## src/rtl/muldiv_pkg.sv

```systemverilog
// Shared types and constant helpers for the M-extension multiply/divide unit.
package muldiv_pkg;

  typedef enum logic [2:0] {
    OP_MUL    = 3'b000,
    OP_MULH   = 3'b001,
    OP_MULHSU = 3'b010,
    OP_MULHU  = 3'b011,
    OP_DIV    = 3'b100,
    OP_DIVU   = 3'b101,
    OP_REM    = 3'b110,
    OP_REMU   = 3'b111
  } muldiv_op_e;

  typedef enum logic [1:0] {
    ST_IDLE,
    ST_CALC,
    ST_FIX,
    ST_DONE
  } muldiv_state_e;

  localparam int XLEN_MAX = 64;

  // Most negative signed value of an xlen-bit word (overflow dividend).
  function automatic logic [XLEN_MAX-1:0] signed_min(input int xlen);
    return {{(XLEN_MAX-1){1'b0}}, 1'b1} << (xlen - 1);
  endfunction

  // All-ones xlen-bit word: divide-by-zero quotient and the -1 divisor.
  function automatic logic [XLEN_MAX-1:0] all_ones(input int xlen);
    return {XLEN_MAX{1'b1}} >> (XLEN_MAX - xlen);
  endfunction

endpackage

```

## src/rtl/muldiv_iter.sv

```systemverilog
// Shared radix-2 datapath: shift-add multiply or restoring divide on magnitudes.
module muldiv_iter
  import muldiv_pkg::*;
#(
  parameter int XLEN = 32
) (
  input  logic              clk,
  input  logic              rst_n,
  input  logic              load,
  input  logic              step,
  input  logic              div_mode,
  input  logic [XLEN-1:0]   a,
  input  logic [XLEN-1:0]   b,
  output logic [2*XLEN-1:0] prod,
  output logic [XLEN-1:0]   quot,
  output logic [XLEN-1:0]   rem
);

  // acc = {high half, low half}: multiply keeps partial sum / multiplier,
  // divide keeps partial remainder / dividend shifting into quotient.
  logic [2*XLEN-1:0] acc;
  logic [2*XLEN-1:0] acc_next;
  logic [XLEN-1:0]   opb;
  logic              mode;
  logic [XLEN:0]     mul_sum;
  logic [XLEN:0]     rem_sh;
  logic [XLEN:0]     diff;

  always_comb begin
    mul_sum  = {1'b0, acc[2*XLEN-1:XLEN]} + (acc[0] ? {1'b0, opb} : '0);
    rem_sh   = {acc[2*XLEN-1:XLEN], acc[XLEN-1]};
    diff     = rem_sh - {1'b0, opb};
    acc_next = {mul_sum, acc[XLEN-1:1]};
    if (mode) begin
      if (!diff[XLEN])
        acc_next = {diff[XLEN-1:0], acc[XLEN-2:0], 1'b1};
      else
        acc_next = {rem_sh[XLEN-1:0], acc[XLEN-2:0], 1'b0};
    end
  end

  always_ff @(posedge clk or negedge rst_n) begin
    if (!rst_n) begin
      acc  <= '0;
      opb  <= '0;
      mode <= 1'b0;
    end else if (load) begin
      acc  <= {{XLEN{1'b0}}, a};
      opb  <= b;
      mode <= div_mode;
    end else if (step) begin
      acc <= acc_next;
    end
  end

  assign prod = acc;
  assign quot = acc[XLEN-1:0];
  assign rem  = acc[2*XLEN-1:XLEN];

endmodule

```

## src/rtl/muldiv_unit.sv

```systemverilog
// RV32M/RV64M multiply/divide unit with start/busy/done handshake for pipeline stalls.
//   state   | meaning
//   IDLE    | waiting for startE
//   CALC    | one multiply/divide iteration per cycle, counter down to 0
//   FIX     | apply signs, select and register result
//   DONE    | done pulse; may accept the next op back-to-back
module muldiv_unit
  import muldiv_pkg::*;
#(
  parameter int XLEN     = 32,
  parameter int FAST_MUL = 0
) (
  input  logic            clk,
  input  logic            rst_n,
  input  logic            startE,
  input  logic [2:0]      funct3E,
  input  logic [XLEN-1:0] srcaE,
  input  logic [XLEN-1:0] srcbE,
  input  logic            flush,
  output logic            busy,
  output logic            done,
  output logic [XLEN-1:0] result
);

  localparam int              CW   = $clog2(XLEN);
  localparam logic [XLEN-1:0] SMIN = XLEN'(signed_min(XLEN));
  localparam logic [XLEN-1:0] ONES = XLEN'(all_ones(XLEN));
  localparam bit              FAST = (FAST_MUL != 0);

  muldiv_state_e state, state_d;
  muldiv_op_e    op_in, op_q;
  logic [CW-1:0] cnt, cnt_d;
  logic          neg_q, neg_r;

  logic            sgn_a, sgn_b, a_neg, b_neg;
  logic [XLEN-1:0] a_mag, b_mag;
  logic            div_zero, div_ovf, early;
  logic [2*XLEN-1:0] fast_prod, fast_prod_s;
  logic [XLEN-1:0] early_res, fix_res, res_d;
  logic            load, step, res_en, done_d;

  logic [2*XLEN-1:0] prod, prod_s;
  logic [XLEN-1:0]   quot, quot_s, rem, rem_s;

  assign op_in = muldiv_op_e'(funct3E);
  assign sgn_a = op_in inside {OP_MULH, OP_MULHSU, OP_DIV, OP_REM};
  assign sgn_b = op_in inside {OP_MULH, OP_DIV, OP_REM};
  assign a_neg = sgn_a & srcaE[XLEN-1];
  assign b_neg = sgn_b & srcbE[XLEN-1];
  assign a_mag = a_neg ? -srcaE : srcaE;
  assign b_mag = b_neg ? -srcbE : srcbE;

  assign div_zero = (srcbE == '0);
  assign div_ovf  = (op_in == OP_DIV || op_in == OP_REM) && (srcaE == SMIN) && (srcbE == ONES);
  assign early    = (~funct3E[2] & FAST) | (funct3E[2] & (div_zero | div_ovf));

  assign fast_prod   = {{XLEN{1'b0}}, a_mag} * {{XLEN{1'b0}}, b_mag};
  assign fast_prod_s = (a_neg ^ b_neg) ? -fast_prod : fast_prod;

  always_comb begin
    early_res = '0;
    if (!funct3E[2])
      early_res = (op_in == OP_MUL) ? fast_prod_s[XLEN-1:0] : fast_prod_s[2*XLEN-1:XLEN];
    else if (div_zero)
      early_res = funct3E[1] ? srcaE : ONES;
    else if (op_in == OP_DIV)
      early_res = SMIN;
  end

  muldiv_iter #(.XLEN(XLEN)) u_iter (
    .clk      (clk),
    .rst_n    (rst_n),
    .load     (load),
    .step     (step),
    .div_mode (funct3E[2]),
    .a        (a_mag),
    .b        (b_mag),
    .prod     (prod),
    .quot     (quot),
    .rem      (rem)
  );

  // Remainder sign follows the dividend; quotient/product sign is the xor.
  assign prod_s = neg_q ? -prod : prod;
  assign quot_s = neg_q ? -quot : quot;
  assign rem_s  = neg_r ? -rem  : rem;

  always_comb begin
    fix_res = '0;
    case (op_q)
      OP_MUL:                        fix_res = prod_s[XLEN-1:0];
      OP_MULH, OP_MULHSU, OP_MULHU:  fix_res = prod_s[2*XLEN-1:XLEN];
      OP_DIV, OP_DIVU:               fix_res = quot_s;
      default:                       fix_res = rem_s;
    endcase
  end

  always_comb begin
    state_d = state;
    cnt_d   = cnt;
    load    = 1'b0;
    step    = 1'b0;
    res_en  = 1'b0;
    res_d   = fix_res;
    done_d  = 1'b0;
    case (state)
      ST_IDLE, ST_DONE: begin
        state_d = ST_IDLE;
        if (startE) begin
          if (early) begin
            state_d = ST_DONE;
            res_en  = 1'b1;
            res_d   = early_res;
            done_d  = 1'b1;
          end else begin
            state_d = ST_CALC;
            load    = 1'b1;
            cnt_d   = CW'(XLEN - 1);
          end
        end
      end
      ST_CALC: begin
        step = 1'b1;
        if (cnt == '0) state_d = ST_FIX;
        else           cnt_d   = cnt - CW'(1);
      end
      ST_FIX: begin
        res_en  = 1'b1;
        state_d = ST_DONE;
        done_d  = 1'b1;
      end
      default: state_d = ST_IDLE;
    endcase
    if (flush) begin
      state_d = ST_IDLE;
      load    = 1'b0;
      step    = 1'b0;
      res_en  = 1'b0;
      done_d  = 1'b0;
    end
  end

  always_ff @(posedge clk or negedge rst_n) begin
    if (!rst_n) begin
      state  <= ST_IDLE;
      cnt    <= '0;
      op_q   <= OP_MUL;
      neg_q  <= 1'b0;
      neg_r  <= 1'b0;
      result <= '0;
      done   <= 1'b0;
    end else begin
      state <= state_d;
      cnt   <= cnt_d;
      done  <= done_d;
      if (load) begin
        op_q  <= op_in;
        neg_q <= a_neg ^ b_neg;
        neg_r <= a_neg;
      end
      if (res_en) result <= res_d;
    end
  end

  assign busy = (state == ST_CALC) || (state == ST_FIX);

endmodule

```

## config.mk

```make
export PLATFORM = sky130hd
export DESIGN_NAME = muldiv_unit
export DESIGN_NICKNAME = d
export VERILOG_FILES = /design/src/rtl/muldiv_pkg.sv /design/src/rtl/muldiv_iter.sv /design/src/rtl/muldiv_unit.sv
export SDC_FILE = /design/constraint.sdc
export NUM_CORES = 2
export LEC_CHECK = 0
export CORE_ASPECT_RATIO = 0.5
export CORE_MARGIN = 2
export CORE_UTILIZATION = 55
export CTS_BUF_LIST = sky130_fd_sc_hd__clkbuf_8
export DETAILED_ROUTE_END_ITERATION = 6
export GPL_ROUTABILITY_DRIVEN = 0
export HOLD_SLACK_MARGIN = 0.05
export PLACE_DENSITY = 0.75
export SKIP_LAST_GASP = 1
export SLEW_MARGIN = 20
export SYNTH_ARGS = -nofsm -noshare
export SYNTH_HDL_FRONTEND = slang
export SYNTH_HIERARCHICAL = 1
export SYNTH_SLANG_ARGS = --single-unit
```

## constraint.sdc

```tcl
create_clock -name clk -period 11.1 [get_ports clk]
set_clock_uncertainty 0.2 [all_clocks]
set_input_delay 2.22 -clock clk [delete_from_list [all_inputs] [get_ports clk]]
set_output_delay 2.22 -clock clk [all_outputs]
set_load 0.01 [all_outputs]
```

# == Word-level counts from Yosys, hierarchy flattened ==
# Cells that the tools add are included.
# op_classes
add_sub_neg,9
eq_ne,18
reduce_logical,17
multipliers,1
bitwise,5
muxes,39
# ops
operator,count
32-bit 2-to-1 mux,13
64-bit 2-to-1 mux,6
32-bit negator,4
64-bit negator,2
32-bit one-hot mux with 3 select lines,1
"32-bit == test, second input constant",2
32-bit by 32-bit multiplier with 64-bit output,1
32-bit by 33-bit adder with 33-bit output,1
33-bit by 32-bit subtractor with 33-bit output,1
32-bit zero test,1
5-bit 2-to-1 mux,3
"3-bit == test, second input constant",4
5-bit one-hot mux with 2 select lines,1
"3-bit by 2-bit == test with 1-bit output, second input constant",3
1-bit 2-to-1 mux,9
2-bit 2-to-1 mux,4
"3-bit by 1-bit == test with 1-bit output, second input constant",2
3-bit zero test,2
"2-bit != test, second input constant",3
2-bit one-hot mux with 3 select lines,1
5-bit zero test,1
"5-bit by 1-bit subtractor with 5-bit output, second input constant",1
"2-bit == test, second input constant",2
4-bit AND reduction,1
other kinds (14),20
# totals
reg_bits,142
elab_cells,99
output_inout_bits,34

# == Depth between registers and ports, before layout ==
# logic_depth
word_depth,12
mapped_depth,17

# == Modules after synthesis ==
# Netlist, hierarchy kept.
# modules_own_cells
module,cells_each,instances,area_per_inst_um2,seq_area_each_um2
muldiv_iter,1122,1,8758.4,2427.3
muldiv_unit,1169,1,8054.0,1126.1

# == Least setup slack after synthesis ==
# No wires, ideal clock.
# synth_timing
path_type,input-to-reg
startpoint,in srcaE[23]
endpoint,"reg u_iter.acc[55], in the netlist u_iter/prod[55]"
cell_stages,13
setup_time_ns,0.069
slack_ns,5.466
arrival_time_ns,5.365
cell_sequence,or4_1 > nor3_2 > or3b_1 > o41ai_1 > nand2_1 > and4b_1 > clkbuf_1 > clkbuf_1 > or2_2 > clkbuf_1 > nor4b_1 > a31oi_1 > nand3_1
# synth_via
elab_chain_len,10
elab_cells_between_ends,11
classes_between,eq/ne (1); mux (5); bitwise (2); reduce/logical (3)
# synth_rtl
element,line,source
from (decl),muldiv_unit.sv:17,"input logic [XLEN-1:0] srcaE,"
32-bit == test *,muldiv_unit.sv:54,assign div_ovf = (op_in == OP_DIV || op_in == OP_REM) && (srcaE == SMIN) && (srcbE == ONES);
1-bit logical AND * (2 in series),muldiv_unit.sv:54,
1-bit OR *,muldiv_unit.sv:55,assign early = (~funct3E[2] & FAST) | (funct3E[2] & (div_zero | div_ovf));
1-bit AND *,muldiv_unit.sv:55,
1-bit 2-to-1 mux *,muldiv_unit.sv:110,if (early) begin
1-bit 2-to-1 mux *,muldiv_unit.sv:109,if (startE) begin
1-bit 2-to-1 mux *,muldiv_unit.sv:106,case (state)
1-bit 2-to-1 mux *,muldiv_unit.sv:134,if (flush) begin
named net load,muldiv_unit.sv:40,"logic load, step, res_en, done_d;"
64-bit 2-to-1 mux / 2-bit nonzero test (equally long branches),n/a,
to (signal assigned),muldiv_iter.sv:48,"acc <= {{XLEN{1'b0}}, a};"
to (signal assigned),muldiv_iter.sv:52,acc <= acc_next;
to (decl),muldiv_iter.sv:21,logic [2*XLEN-1:0] acc;
# Mark *: on every way through the listed nets, which the timed path passes. The rest lies on a longest branch.
# A chain may end at the register's enable or synchronous reset.

# == Worst setup path in the final report ==
# layout_timing
startpoint,in srcaE[6]
endpoint,"reg u_iter.acc[33], in the netlist u_iter/prod[33]"
# layout_via
elab_chain_len,10
elab_cells_between_ends,11
classes_between,eq/ne (1); mux (5); bitwise (2); reduce/logical (3)
# layout_rtl
element,line
32-bit == test *,muldiv_unit.sv:54
1-bit logical AND * (2 in series),muldiv_unit.sv:54
1-bit OR *,muldiv_unit.sv:55
1-bit AND *,muldiv_unit.sv:55
1-bit 2-to-1 mux *,muldiv_unit.sv:110
1-bit 2-to-1 mux *,muldiv_unit.sv:109
1-bit 2-to-1 mux *,muldiv_unit.sv:106
1-bit 2-to-1 mux *,muldiv_unit.sv:134
64-bit 2-to-1 mux / 2-bit nonzero test (equally long branches),n/a
# Mark *: on every way between the ends. The rest lies on a longest branch, timed or not.

==> impl_metrics.yaml <==
global_route:
  overflow: 0
  first_global_vias: 15780
  grt_first_pass_wirelength_mm: 90.26
  track_usage_pct: 36.20
  antenna_found_initial: 0
  grt_max_degree: 107
sta:
  rsz0062_at_grt: "false"
  tns_ns: 0
  max_slew_margin_pct: 24.69
  final_max_slew_viol_count: 0
  worst_pin_slew_ns: 1.118
  setup_viol: 0
  min_period_ns: 6.306
  fmax_ghz: 0.1586
  min_period_over_period_pct: 56.81
  hold_viol_final: 0
finish:
  finalNetCount: 2346
  fillers: 2850
  stdcell_area_sq_um: 17770
  antenna_cells: 0
  drive_gt1_share_pct: 5.382
  syn_to_final_growth_pct: 5.686
synth:
  synth-seq-area-share_pct: 21.14
  synth_edf_count: 0
  syn_nets: 2439
  syn_area_sq_um: 16810
  synth_area_leaders: "dfrtp_1 (21%), o21ai_0 (7.3%), nand2_1 (5.8%)"
  synth_warnings: 6
  netlist-cell-type-count: 93
  yosys.area.top_type_share_pct: 21.14
  synth_area_leader_cell: "dfrtp_1"
  netlist_instances: 2291
  synth_most_common_cell: "nand2_1"
  async_reset_ff_share_pct: 100.0
  ys_ff_latch: 142
  syn_area_per_cell_sq_um: 7.338
  synth_common_cells: "nand2_1 (259), o21ai_0 (245), nor2_1 (152)"
  synth-main-ff-cell: "dfrtp_1"
run:
  cap_viol_max_count: 0
clock_tree:
  clock_path_buffers: 2
  path_clk_slew_ns: 0.08
  numCtsBuffers: 17
  cts_tree: "done"
  cts_sinks: 142
  postCtsSetupBuffers: 0
  cts_hold_buffers: 0
  htreeDepth: 4
  clock_latency_ns: 0.52
  cts_resized: 0
  root_buffer: "clkbuf_8"
worst_setup_path:
  path_class: "in -> reg"
  crit_path_start_kind: "primary input"
  worst_path_max_delay_cell: "nor2_1"
  cp_cell_sequence: "clkdlybuf4s50_1, or4_1, nor4_2, nand2_1, o41ai_1, nand2_1, and4b_4, nor2_1, a22oi_1, o21ai_0"
  critPathCaptureType: "flip-flop"
  cp.arrival_ns: 6.53
  max_stage_delay_ns: 0.86
  cp_data_required_time_ns: 11.32
  crit_fanout: 48
  path_common_cell: "nand2_1"
worst_hold_path:
  hp-class: "reg -> reg"
power_and_ir_drop:
  p_leak_nw: 7.219
  power.density_nw_per_um2: 297.6
  vdd_drop_max_mv: 0.1252
placed_design:
  dp_hpwl_mm: 42.61
  port_buffers: 104
  dpl_cell_area_sq_um: 17360
detailed_routing:
  viasPerCell: 6.649
  drt_first_pass_iters: 6
  drcViolationCount: 0
  drtIter0Drc: 2793
  routed-via-count: 17360
  ant_nets: 0
  drt-total-wl_mm: 58.49
  wire_per_inst_microns: 22.41
floorplan:
  dieArea_sq_um: 32070
  die_w_microns: 251.3
  die_y_microns: 127.6
  rows: 45
  ios: 105
  core_area_sq_um: 30180
  start_util_pct: 55.71
status:
  status: "finished clean"
## stage by stage
step	std cells	util (%)	hold slack (ns)	setup slack, ns	power (W)
CTS	2610	58.88	0.2875	5.056	0.005134
finish	2610	58.88	0.2839	4.794	0.005288
floorplan	2291	-	0.2997	5.466	0.003738
detailed placement	2578	57.54	0.2690	4.524	0.004665
global route	2610	58.88	0.3347	4.558	0.005626
global placement	2578	57.54	0.2662	4.562	0.004626
## layout by cell type (no fill, tap or decap), types with 12 or more instances in the layout
| cell | count |
|---|---|
| o31ai_1 | 46 |
| a31oi_1 | 19 |
| and3_1 | 13 |
| inv_1 | 132 |
| a22oi_1 | 19 |
| nor3_1 | 47 |
| mux2i_1 | 49 |
| a221oi_1 | 12 |
| o41ai_1 | 23 |
| nand3_1 | 36 |
| dfrtp_1 | 140 |
| nor2_1 | 152 |
| nand2_1 | 259 |
| clkbuf_8 | 21 |
| o21ai_0 | 244 |
| nor4_1 | 28 |
| a21oi_1 | 110 |
| or2_2 | 15 |
| a21o_1 | 27 |
| nand2b_1 | 27 |
| and2_1 | 38 |
| xor2_1 | 106 |
| o211ai_1 | 27 |
| clkdlybuf4s50_1 | 103 |
| nand4_1 | 23 |
| or4_1 | 31 |
| o21bai_1 | 12 |
| ha_1 | 75 |
| buf_4 | 19 |
| o22ai_1 | 21 |
| xnor2_1 | 103 |
| or3_1 | 29 |
## power by group
part	internal [W]	leakage [nW]	switching (W)
clock	0.000221	0.205	0.000239
combinational	0.00140	5.24	0.00225
sequential	0.000730	1.77	0.000446
total	0.00235	7.22	0.00294
## cell type report
type | instances | area (sq um) | area share, %
clock buffers | 21 | 289.0 | 1.627
clock inverters | 11 | 115.1 | 0.6478
inverters | 142 | 533.0 | 3.000
multi-input cells | 1772 | 11590 | 65.23
flip-flops and latches | 142 | 3556 | 20.01
well taps | 399 | 499.2 | 2.810
repair buffers | 123 | 1185 | 6.669
## worst paths after layout
check                                                 start                          end  slack [ns]  cells after the start
worst max-delay path                               srcaE[6]  u_iter/prod[33]$_DFFE_PN0P_        4.79                     10
max in group asynchronous                             rst_n  u_iter/prod[17]$_DFFE_PN0P_        7.67                      2
worst max register to register  u_iter/prod[31]$_DFFE_PN0P_  u_iter/prod[39]$_DFFE_PN0P_        6.12                     13
worst min register to register        result[1]$_DFFE_PN0P_        result[1]$_DFFE_PN0P_        0.28                      2
worst min-delay path                  result[1]$_DFFE_PN0P_        result[1]$_DFFE_PN0P_        0.28                      2
min in group asynchronous                             rst_n   u_iter/opb[10]$_DFFE_PN0P_        1.51                      1
## cell families after synthesis
family | Yosys count | synth area share [%]
AOI/OAI and AO/OA | 669 | 25.98
xor gates and xnor gates | 213 | 11.27
adders and majority gates | 77 | 5.820
buffers and inverters | 377 | 10.08
DFF | 142 | 21.14
muxes | 56 | 3.386
and+or+nand+nor | 757 | 22.33
## critical path: cells and delay by family
family | cells | cell delay, ns
AOI/OAI and AO/OA | 3 | 0.91
buffers and inverters | 1 | 0.50
and+or+nand+nor | 6 | 2.87
## metal layers
layer	part of all wire, %	global-route usage (%)
met4	4.8	16.56
met1	41	48.83
met3	12	8.700
met2	43	55.11
met5	0	0
## registers in the layout, indices dropped and copies added (netlist names)
name,count
neg_q,1
done,1
op_q,3
u_iter/opb,32
state,2
result,32
u_iter/prod,64
u_iter/mode,1
cnt,5
neg_r,1
No activity file was read; power rests on OpenSTA's default activity.
